$ cat src/rtl/skolem_search_ctrl_if.sv
// ============================================================================
// Module   : skolem_search_ctrl_if
// Brief    : Query/result handshake bundle for the Skolem witness search.
// Revision : 1.0 - initial release
// ============================================================================
`default_nettype none

interface skolem_search_ctrl_if #(
  parameter int W = 4
);
  logic         in_valid;
  logic         in_ready;
  logic [W-1:0] s;
  logic [W-1:0] t;
  logic         out_valid;
  logic         out_ready;
  logic [W-1:0] x;
  logic         found;
  logic [W:0]   evals;
  logic         abort;

  modport master (
    output in_valid, s, t, out_ready, abort,
    input  in_ready, out_valid, x, found, evals
  );

  modport slave (
    input  in_valid, s, t, out_ready, abort,
    output in_ready, out_valid, x, found, evals
  );
endinterface

`default_nettype wire

$ cat src/rtl/skolem_search_ctrl.sv
// ============================================================================
// Module   : skolem_search_ctrl
// Brief    : Linear search for the smallest x with (x udiv s) >s t.
// Revision : 1.0 - initial release
// ============================================================================
`default_nettype none

module skolem_search_ctrl #(
  parameter int W = 4
) (
  input  wire logic            clk,
  input  wire logic            rst_n,
  skolem_search_ctrl_if.slave  bus
);

  typedef enum logic [1:0] {
    IDLE   = 2'd0,
    SEARCH = 2'd1,
    DONE   = 2'd2
  } state_t;

  localparam logic [W-1:0] c_all_ones = {W{1'b1}};

  state_t       r_state;
  logic [W-1:0] r_s;
  logic [W-1:0] r_t;
  logic [W:0]   r_cnt;
  logic [W-1:0] r_x;
  logic         r_found;
  logic [W:0]   r_evals;

  logic [W-1:0] w_cand;
  logic [W-1:0] w_q;
  logic         w_pass;
  logic         w_last;

  assign w_cand = r_cnt[W-1:0];
  // Division by zero yields all ones, matching SMT-LIB bvudiv.
  assign w_q    = (r_s == '0) ? c_all_ones : (w_cand / r_s);
  assign w_pass = $signed(w_q) > $signed(r_t);
  assign w_last = (w_cand == c_all_ones);

  always_ff @(posedge clk or negedge rst_n) begin
    if (!rst_n) begin
      r_state <= IDLE;
      r_s     <= '0;
      r_t     <= '0;
      r_cnt   <= '0;
      r_x     <= '0;
      r_found <= 1'b0;
      r_evals <= '0;
    end else begin
      case (r_state)
        IDLE: begin
          if (bus.in_valid) begin
            r_s     <= bus.s;
            r_t     <= bus.t;
            r_cnt   <= '0;
            r_state <= SEARCH;
          end
        end
        SEARCH: begin
          if (bus.abort) begin
            r_state <= IDLE;
          end else if (w_pass) begin
            r_x     <= w_cand;
            r_found <= 1'b1;
            r_evals <= r_cnt + 1'b1;
            r_state <= DONE;
          end else if (w_last) begin
            r_x     <= '0;
            r_found <= 1'b0;
            r_evals <= r_cnt + 1'b1;
            r_state <= DONE;
          end else begin
            r_cnt <= r_cnt + 1'b1;
          end
        end
        DONE: begin
          if (bus.out_ready) begin
            r_state <= IDLE;
          end
        end
        default: r_state <= IDLE;
      endcase
    end
  end

  assign bus.in_ready  = (r_state == IDLE);
  assign bus.out_valid = (r_state == DONE);
  assign bus.x         = r_x;
  assign bus.found     = r_found;
  assign bus.evals     = r_evals;

endmodule

`default_nettype wire

$ cat src/flat_wrapper.sv
// flat-port wrapper written by rule: the top's interface ports become plain ports
module skolem_search_ctrl_flat 
#(
  parameter int W = 4
)
  (clk, rst_n, bus_in_valid, bus_s, bus_t, bus_out_ready, bus_abort, bus_in_ready, bus_out_valid, bus_x, bus_found, bus_evals);
  skolem_search_ctrl_if #(.W(W)) bus_i ();
  input  wire logic clk;
  input  wire logic rst_n;
  input wire logic [$bits(bus_i.in_valid)-1:0] bus_in_valid;
  input wire logic [$bits(bus_i.s)-1:0] bus_s;
  input wire logic [$bits(bus_i.t)-1:0] bus_t;
  input wire logic [$bits(bus_i.out_ready)-1:0] bus_out_ready;
  input wire logic [$bits(bus_i.abort)-1:0] bus_abort;
  output wire logic [$bits(bus_i.in_ready)-1:0] bus_in_ready;
  output wire logic [$bits(bus_i.out_valid)-1:0] bus_out_valid;
  output wire logic [$bits(bus_i.x)-1:0] bus_x;
  output wire logic [$bits(bus_i.found)-1:0] bus_found;
  output wire logic [$bits(bus_i.evals)-1:0] bus_evals;
  assign bus_i.in_valid = bus_in_valid;
  assign bus_i.s = bus_s;
  assign bus_i.t = bus_t;
  assign bus_i.out_ready = bus_out_ready;
  assign bus_i.abort = bus_abort;
  assign bus_in_ready = bus_i.in_ready;
  assign bus_out_valid = bus_i.out_valid;
  assign bus_x = bus_i.x;
  assign bus_found = bus_i.found;
  assign bus_evals = bus_i.evals;
  skolem_search_ctrl #(.W(W)) u_core (.clk(clk), .rst_n(rst_n), .bus(bus_i));
endmodule
$ cat config.mk
export PLATFORM = sky130hd
export DESIGN_NAME = skolem_search_ctrl_flat
export DESIGN_NICKNAME = d
export VERILOG_FILES = /design/src/rtl/skolem_search_ctrl_if.sv /design/src/rtl/skolem_search_ctrl.sv /design/src/flat_wrapper.sv
export SDC_FILE = /design/constraint.sdc
export NUM_CORES = 1
export LEC_CHECK = 0
export ABC_CLOCK_PERIOD_IN_PS = 6200
export BUFFER_PORTS_ARGS = -buffer_cell sky130_fd_sc_hd__buf_2
export CAP_MARGIN = 30
export CORE_ASPECT_RATIO = 1.25
export CORE_MARGIN = 1.5
export CORE_UTILIZATION = 55
export DETAILED_ROUTE_END_ITERATION = 10
export PLACE_DENSITY = 0.87
export SYNTH_ARGS = -nofsm -noshare
export SYNTH_HDL_FRONTEND = slang
export SYNTH_SLANG_ARGS = --single-unit
export TNS_END_PERCENT = 20
$ cat constraint.sdc
create_clock -name clk -period 6.2 [get_ports clk]
set_clock_uncertainty 0.15 [all_clocks]
set_input_delay 0.31 -clock clk [delete_from_list [all_inputs] [get_ports clk]]
set_output_delay 0.31 -clock clk [all_outputs]
set_load 0.01 [all_outputs]
Word-level counts from Yosys, hierarchy flattened
Index checks and enable logic that the tools add are counted.
{"block": "classes", "n_addsub": 1, "n_div": 1, "n_lt_le_gt_ge": 1, "n_eq_ne": 9, "n_mux": 18, "bitwise": 1, "reduce_logical": 8}
{"op": "two-way mux 5 bit", "n": 6}
{"op": "two-way mux 4 bit", "n": 3}
{"op": "two-way mux 2 bit", "n": 5}
{"op": "inequality test 2 bit, second input constant", "n": 5}
{"op": "case mux 5 bit (2 select lines)", "n": 1}
{"op": "case mux 2 bit (3 select lines)", "n": 1}
{"op": "AND reduction 3 bit", "n": 2}
{"op": "adder 5 x 1 -> 5 bit, second input constant", "n": 1}
{"op": "AND reduction 5 bit", "n": 1}
{"op": "divider 4 x 4 -> 4 bit", "n": 1}
{"op": "equality test 4 bit, second input constant", "n": 1}
{"op": "greater-than comparator 4 bit", "n": 1}
{"op": "logical NOT 4 bit", "n": 1}
{"op": "inequality test 4 x 2 -> 1 bit, second input constant", "n": 1}
{"op": "nonzero test 2 bit", "n": 2}
{"op": "equality test 2 x 1 -> 1 bit, second input constant", "n": 1}
{"op": "equality test 2 bit, second input constant", "n": 1}
{"op": "logical NOT 2 bit", "n": 1}
{"op": "two-way mux 1 bit", "n": 2}
{"op": "AND reduction 2 bit", "n": 1}
{"op": "inverter 1 bit", "n": 1}
{"block": "totals", "register_bits": 25, "inputBits": 13}

Longest topological paths before layout
Gate-level depths: netlist of the first run.
{"block": "logic_depth", "depth_word": 6, "ltp_mapped": 26}

Worst setup path after synthesis of the first run
OpenSTA, ideal clock, no wires.
{"block": "synth_timing", "kind": "register to register", "start": "reg u_core.r_s[0]", "end": "reg u_core.r_evals[1] (netlist: u_core.bus.evals[1])", "setup_ps": 128, "arrival_time_ps": 4622, "setup_slack_ps": 1300, "stages_incl_launch_ff": 22, "n_path_buf": 0, "period_less_slack_ps": 4900, "path_cell_list": "dfrtp_1 inv_1 ha_1 nor4b_2 a2bb2oi_1 ha_1 o21a_1 o211ai_2 o21ai_0 ha_1 o21ai_0 nand2b_1 a21oi_1 nor2_1 mux2_2 ha_1 a21o_1 a221oi_1 ha_1 a41oi_2 o221ai_2 mux2_1"}
{"block": "synth_via", "elab_chain_cells": 5}
{"element": "start, declared", "line": "skolem_search_ctrl.sv:25", "source": "logic [W-1:0] r_s;"}
{"element": "start signal, assigned", "line": "skolem_search_ctrl.sv:56", "source": "r_s <= bus.s;"}
{"element": "divider 4 x 4 -> 4 bit / logical NOT 4 bit (equally long branches)", "line": "skolem_search_ctrl.sv:39", "source": "assign w_q = (r_s == '0) ? c_all_ones : (w_cand / r_s);"}
{"element": "two-way mux 4 bit (*)", "line": "skolem_search_ctrl.sv:39"}
{"element": "greater-than comparator 4 bit (*)", "line": "skolem_search_ctrl.sv:40", "source": "assign w_pass = $signed(w_q) > $signed(r_t);"}
{"element": "nonzero test 2 bit (no line)"}
{"element": "AND reduction 3 bit (no line)"}
{"element": "end signal, assigned", "line": "skolem_search_ctrl.sv:68", "source": "r_evals <= r_cnt + 1'b1;"}
{"element": "end signal, assigned", "line": "skolem_search_ctrl.sv:73", "source": "r_evals <= r_cnt + 1'b1;"}
{"element": "end, declared", "line": "skolem_search_ctrl.sv:30", "source": "logic [W:0] r_evals;"}
Every way passes the cells marked *; elsewhere a longest branch is shown, timed or not.
A chain may end at the register's enable or synchronous reset.

Worst setup path in the final report of the first run
Ends and elaborated chain as after synthesis.

==> results of run 1 <==
-- final cells by class --
cell class	instances	area share, %
Clock buffer	4	1.54
Inverter	11	2.41
Multi-Input combinational cell	109	49.4
Sequential cell	25	36.5
Tap cell	34	2.49
Timing Repair Buffer	25	7.60
-- cells in the final DEF, fill, tap and decap left out, types with 4 or more instances in the layout --
master | synthesis | routed
dfrtp_1 | 25 | 25
buf_2 | 2 | 24
ha_1 | 17 | 17
nand2_1 | 16 | 16
inv_1 | 11 | 11
o21ai_0 | 11 | 11
nand2b_1 | 4 | 4
nor2_1 | 4 | 4
nand3_1 | 4 | 4
mux2i_1 | 4 | 4
nor2b_1 | 4 | 4
o21ai_1 | 4 | 4
a22o_1 | 4 | 4
-- final timing paths --
check                                       from             endpoint  depth (start not counted)
worst max-delay path               u_core.r_s[0]  u_core.bus.evals[1]                         23
worst min-delay path               bus_out_ready    u_core.r_state[1]                          2
worst max register to register     u_core.r_s[0]  u_core.bus.evals[1]                         23
worst min register to register  u_core.bus.found     u_core.bus.found                          1
max in group asynchronous                  rst_n      u_core.r_cnt[2]                          2
min in group asynchronous                  rst_n        u_core.r_s[3]                          2
-- logic make-up after synthesis --
| family | synth area share (%) |
|---|---|
| adders and majority gates | 13.9 |
| DFF | 40.8 |
| xor gates and xnor gates | 2.86 |
| muxes | 5.55 |
| and+or+nand+nor | 15.3 |
| buffers and inverters | 4.08 |
| AOI/OAI and AO/OA | 17.5 |
-- sequential cells by signal (all words and copies together) (netlist names) --
signal            flops
u_core.r_s            4
u_core.r_cnt          5
u_core.bus.found      1
u_core.r_state        2
u_core.bus.evals      5
u_core.bus.x          4
u_core.r_t            4
-- synthesized netlist by cell type, types with 4 or more instances --
library cell,instances
dfrtp_1,25
nand2b_1,4
nor2b_1,4
mux2i_1,4
ha_1,17
nand3_1,4
nor2_1,4
inv_1,11
o21ai_1,4
nand2_1,16
a22o_1,4
o21ai_0,11
-- critical path, stage by stage, from the launching register on --
cell and delay (ns):
dfrtp_1 0.48, inv_1 0.19, ha_1 0.20, nor4b_2 0.19, a2bb2oi_1 0.26, ha_1 0.29
o21a_1 0.14, o211ai_2 0.23, o21ai_0 0.17, ha_1 0.34, o21ai_0 0.11, nand2b_1 0.13
a21oi_1 0.10, nor2_1 0.27, mux2i_1 0.25, ha_1 0.25, a21o_1 0.16, a21o_1 0.18
a221oi_1 0.29, ha_1 0.19, nor2b_1 0.04, o21a_1 0.21, o221ai_2 0.54, mux2_1 0.39
-- power by group through the flow --
stage | Sequential [uW] | Clock (uW) | Combinational (uW)
6_report | 259 | 72.5 | 582
5_1_grt | 266 | 81.6 | 653
4_1_cts | 259 | 75.8 | 581
3_5_place_dp | 262 | 0 | 578
3_3_place_gp | 258 | 0 | 540
2_1_floorplan | 259 | 0 | 454
-- per-layer routing --
metal | global-route usage (%) | share of wire, % | vias up
li1 | - | - | 573
met1 | 24.4 | 41 | 546
met2 | 41.0 | 54 | 30
met3 | 3.59 | 3.5 | 4
met4 | 8.73 | 1.4 | 0
met5 | 0 | 0 | -
-- per-stage QoR --
step	util [%]	total power [uW]	instance area, um2
floorplan	-	713	1530
global placement	63.1	798	1680
detailed placement	63.1	840	1680
CTS	64.5	916	1710
global route	64.5	1000	1710
finish	64.5	914	1710
==> summary.md, run 1 <==
| Metric | Value |
|---|---|
| CP Capture Type | `flop` |
| Port bufs | `24` |
| Die height | `between 60 and 70 um` |
| IO Count | `25` |
| RSZ-0062 raised after global routing | `no` |
| Final hold vios | `0` |
| Arrival time worst endpoint | `just under 6 ns` |
| Initial DRT Pass Iterations | `4` |
| Die area | `roughly 3100 um2` |
| Total setup buffers inserted after CTS | `0` |
| Worst Setup Start Kind | `flop` |
| Max_slew headroom | `between 50% and 60%` |
| Power density cells | `approximately 530 nW/um2` |
| Post-synth net total | `178` |
| Detail Route Antenna Nets | `0` |
| Synthesized area per cell | `roughly 10 um2` |
| CTS resizes | `0` |
| Hold_ws | `roughly 0.027 ns` |
| Share of layout cells above drive strength 1 | `a little over a fifth` |
| Starting density of the core | `57.8%` |
| Vias in the first global route | `between 1000 and 1500` |
| Post-synth top area cell | `dfrtp_1` |
| Final min period | `5.87 ns` |
| Outcome | `completed` |
| Area Growth Syn to Fin | `11.6%` |
| Worst skew pair latency | `0.32 ns` |
| Area occupied by multi-input gates | `approximately 850 um2` |
| CP Class | `flop to flop` |
| Gr usage total | `21.6%` |
| Max-cap viol count | `0` |
| Reg power frac | `~28%` |
| CTS Hold Bufs | `1` |
| H-tree depth reported by CTS | `1` |
| Largest net degree at the start of global routing | `26` |
| Clk pwr share | `about 7.9%` |
| # DRC | `0` |
| Core area | `roughly 2700 um2` |
| Yosys top cell area share | `between 40% and 50%` |
| Ranking of synthesized cells by area | `dfrtp_1 (41%), ha_1 (14%), nand2_1 (3.9%), o21ai_0 (3.6%), inv_1 (2.7%)` |
| Post-DP HPWL | `roughly 2300 um` |
| Final setup TNS | `0 ns` |
| Routed vias/inst | `around 5.5` |
| Gp weighted congestion | `0.931` |
| Fin crit share | `between 90 and 100%` |
| Crit path required time | `6.27 ns` |
| Filler cells | `between 200 and 250` |
| Leak Pwr | `about 0.00086 uW` |
| Setup WS post-layout | `roughly 0.33 ns` |
| Worst vdd ir | `approximately 0.36 mV` |
| CTS clock-pin slew for the worst setup and hold paths | `0.13 ns` |
| Ys Warns | `0` |
| CTS Buf Count | `3` |
| Synthesis-stage register bit count | `25` |
| Drt wl/cell | `14.4 um` |
| CTS Buffer Depth | `2` |
| DRT Wirelength | `2990 um` |
| Initial antenna violation count | `0` |
| Worst hold-check path type | `input port to flop` |
| Clock Root Buffer | `clkbuf_4` |
| Synth Flop Type | `dfrtp_1` |
| Register area | `about 630 um2` |
| Post-Syn Area | `~1500 um2` |
| Post-synth EDFFs | `0` |
| R2r setup slk | `around 0.33 ns` |
| CTS tree | `done` |
| Slew Viols, Final | `0` |
| Setup Viol. Count Final | `0` |
| Grt total ovfl | `0` |
| # diodes | `0` |
| Worst-Margin Slew | `0.676 ns` |
| Die width | `around 50 um` |
| Pre-CTS setup slack | `about 0.46 ns` |
| Fmax | `170 MHz` |
| Row Count | `21` |
| Critical path fanouts, max | `15` |
| Comb pwr share | `a little under two thirds` |
| # clock sinks | `25` |
| Layout net count | `205` |
| P_int | `between 400 and 500 uW` |
| First-pass GRT wire length | `a little over 5000 um` |
| Non-filler cells, final | `208` |
| Sequential fraction of the synthesis area | `40.8%` |
| Switching Fraction | `between 40% and 50%` |
| Via count | `approximately 1200` |
| Mapped Cells | `about 150` |
| Detailed Route Iter0 Violations | `21` |
| Placed insts | `just over 200` |
| Fraction of registers with async set or reset after synthesis | `100%` |
| Net Sw Power | `about 430 uW` |
| Library cells used by synthesis | `39` |
Power figures use the tool's default switching activity.
==> inputs of run 2 (changes only) <==
ABC_CLOCK_PERIOD_IN_PS = 7200   (was 6200)
CORE_UTILIZATION = 60   (was 55)
PLACE_DENSITY = 0.93   (was 0.87)
SLEW_MARGIN = 0   (was default)
clock period = 7.2 ns   (was 6.2 ns; I/O delays follow)
==> run 2 against run 1 <==
Via count increased by 5.1%; combinational power fell by 12%; register-to-register slack improved by 1.1 ns; global-route usage is 6.5 points higher; clock power is 8.6% lower; maximum frequency rose by 1.0%; total power is 12% lower; wire length up 12%; count of clock-buffer cells in the layout is the same; design area barely moved.
==> summary.md, run 2 (same netlist as run 1, synthesis figures left out) <==
| Metric | Value |
|---|---|
| Detailed Route Iter0 Violations | `26 (was 21)` |
| # diodes | `0 (unchanged)` |
| Top cell by count, worst path | `ha_1 (unchanged)` |
| Worst hold-check path type | `input port to flop (unchanged)` |
| Core Util, Final | `70.5% (was 64.5%)` |
| Cell family with most CP delay | `compound AO/OA/AOI/OAI gates (unchanged)` |
| Most common cell after layout, fill and taps aside | `dfrtp_1 (unchanged)` |
| Area Growth Syn to Fin | `11.5% (was 11.6%)` |
| Largest net degree at the start of global routing | `26 (unchanged)` |
| Share of layout cells above drive strength 1 | `21.8% (unchanged)` |
| Worst skew pair latency | `0.34 ns (was 0.32 ns)` |
| CTS Buf Count | `3 (unchanged)` |
| Pre-CTS setup slack | `1.46 ns (was 0.464 ns)` |
| Hold path startpoint | `bus_out_ready (unchanged)` |
| R2r endpoint | `u_core.bus.evals[1] (unchanged)` |
| Outcome | `completed (unchanged)` |
| Grt total ovfl | `0 (unchanged)` |
| CTS Buffer Depth | `2 (unchanged)` |
| CP Capture Type | `flop (unchanged)` |
| Fmax | `172 MHz (was 170 MHz)` |
| # clock sinks | `25 (unchanged)` |
| Filler cells | `194 (was 227)` |
| Die area | `2870 um2 (was 3120 um2)` |
| Routed vias/inst | `5.86 (was 5.54)` |
| Worst Setup Start Kind | `flop (unchanged)` |
| Die height | `59.5 um (was 62.0 um)` |
| Slowest library cell on the worst path | `o221ai_2 (unchanged)` |
| Most frequent cells in the layout | `dfrtp_1 (25), buf_2 (24), ha_1 (17), nand2_1 (16) (unchanged)` |
| Worst hold stages | `2 (unchanged)` |
| First-pass GRT wire length | `5660 um (was 5090 um)` |
| IO Count | `25 (unchanged)` |
| Gp weighted congestion | `0.839 (was 0.931)` |
| Port bufs | `24 (unchanged)` |
| Die width | `48.2 um (was 50.2 um)` |
| Reg2reg start | `u_core.r_s[0] (unchanged)` |
| CTS tree | `done (unchanged)` |
| Row Count | `20 (was 21)` |
| CTS clock-pin slew for the worst setup and hold paths | `0.13 ns (about the same)` |
| WP buf/inv | `1 (unchanged)` |
| Detail Route Antenna Nets | `0 (unchanged)` |
| Final setup TNS | `0 ns (unchanged)` |
| Setup Viol. Count Final | `0 (unchanged)` |
| Post-DP HPWL | `2500 um (was 2290 um)` |
| DRT Wirelength | `3340 um (was 2990 um)` |
| Starting density of the core | `63.2% (was 57.8%)` |
| Layout net count | `205 (unchanged)` |
| Initial DRT Pass Iterations | `4 (unchanged)` |
| Non-filler cells, final | `207 (was 208)` |
| Max-cap viol count | `0 (unchanged)` |
| Clock Root Buffer | `clkbuf_4 (unchanged)` |
| RSZ-0062 raised after global routing | `no (unchanged)` |
| R2r setup slk | `1.39 ns (was 0.33 ns)` |
| Gr usage total | `28.1% (was 21.6%)` |
| Critical path fanouts, max | `15 (unchanged)` |
| Fin crit share | `80.7% (was 94.7%)` |
| Final hold vios | `0 (unchanged)` |
| Drt wl/cell | `16.1 um (was 14.4 um)` |
| Reg2Reg Depth | `23 (unchanged)` |
| Initial antenna violation count | `0 (unchanged)` |
| Worst path cell trace | `inv_1, ha_1, nor4b_2, a2bb2oi_1, ha_1, o21a_1, o211ai_2, o21ai_0, ha_1, o21ai_0, nand2b_1, a21oi_1, nor2_1, mux2i_1, ha_1, a21o_1, a21o_1, a221oi_1, ha_1, nor2b_1, o21a_1, o221ai_2, mux2_1 (unchanged)` |
| Placed insts | `202 (was 203)` |
| # DRC | `0 (unchanged)` |
| CP Class | `flop to flop (unchanged)` |
| Core area | `2430 um2 (was 2650 um2)` |
| Crit path required time | `7.29 ns (was 6.27 ns)` |
| Worst vdd ir | `0.328 mV (was 0.362 mV)` |
| Final min period | `5.81 ns (was 5.87 ns)` |
| H-tree depth reported by CTS | `1 (unchanged)` |
| Via count | `1212 (was 1153)` |
| Worst-Margin Slew | `0.713 ns (was 0.676 ns)` |
| CTS resizes | `0 (unchanged)` |
| Power density cells | `469 nW/um2 (was 534 nW/um2)` |
| Vias in the first global route | `1279 (was 1171)` |
| Arrival time worst endpoint | `5.90 ns (was 5.94 ns)` |
| Leak Pwr | `0.000855 uW (unchanged)` |
| Slew Viols, Final | `0 (unchanged)` |
| Hold EP | `u_core.r_state[1] (unchanged)` |
| Setup WS post-layout | `1.39 ns (was 0.329 ns)` |
| Crit-path max cell delay | `0.57 ns (was 0.54 ns)` |
| Max_slew headroom | `52.4% (was 54.9%)` |
[run 2: cell counts in the layout (fill, tap and decap cells not counted)]
No cell type changed its count.
[run 2: cell type report]
class | instances | area (um2) | area share (%)
well taps | 33 | 41.3 | 2.41
clock buffers | 4 | 26.3 | 1.54
inverters | 11 | 41.3 | 2.41
flip-flops and latches | 25 | 626 | 36.6
multi-input cells | 109 | 846 | 49.5
repair buffers | 25 | 130 | 7.61
[run 2: stage by stage]
stage | total power [uW] | instance area (um2) | hold WS (ns)
2_1_floorplan | 614 | 1530 | -0.0856
3_3_place_gp | 693 | 1670 | 0.215
3_5_place_dp | 729 | 1670 | 0.226
4_1_cts | 795 | 1710 | 0.0473
5_1_grt | 872 | 1710 | 0.0462
6_report | 802 | 1710 | 0.0440
[run 2: repair_timing]
item / in CTS / in global routing
hold endpoints to repair: 25 / 0
hold buffers: 1 / 0
buffers inserted: 0 / 0
[run 2: routing by layer]
layer	part of all wire (%)	vias to the layer above	track usage [%]
met5	0	-	0
met4	1.9	0	10.0
met3	4.6	7	5.18
met2	54	36	48.1
met1	39	589	33.7
li1	-	580	-
[run 2: worst max-delay path by stage]
stage	from	end	slack, ns	cells after the start
after CTS	u_core.r_s[0]	u_core.bus.evals[1]	1.43	23
after detailed placement	u_core.r_s[0]	u_core.bus.evals[1]	1.46	23
final	u_core.r_s[0]	u_core.bus.evals[1]	1.39	23
after global placement	u_core.r_s[0]	u_core.bus.evals[1]	1.69	23
after global routing	u_core.r_s[0]	u_core.bus.evals[1]	0.97	23
after floorplan	u_core.r_s[0]	u_core.bus.evals[1]	2.30	21
[run 2: where the power goes]
part	internal (uW)	total [uW]	switching, uW
Sequential	185	224	38.7
Clock	21.9	66.3	44.4
Combinational	214	512	298
Total	421	802	381
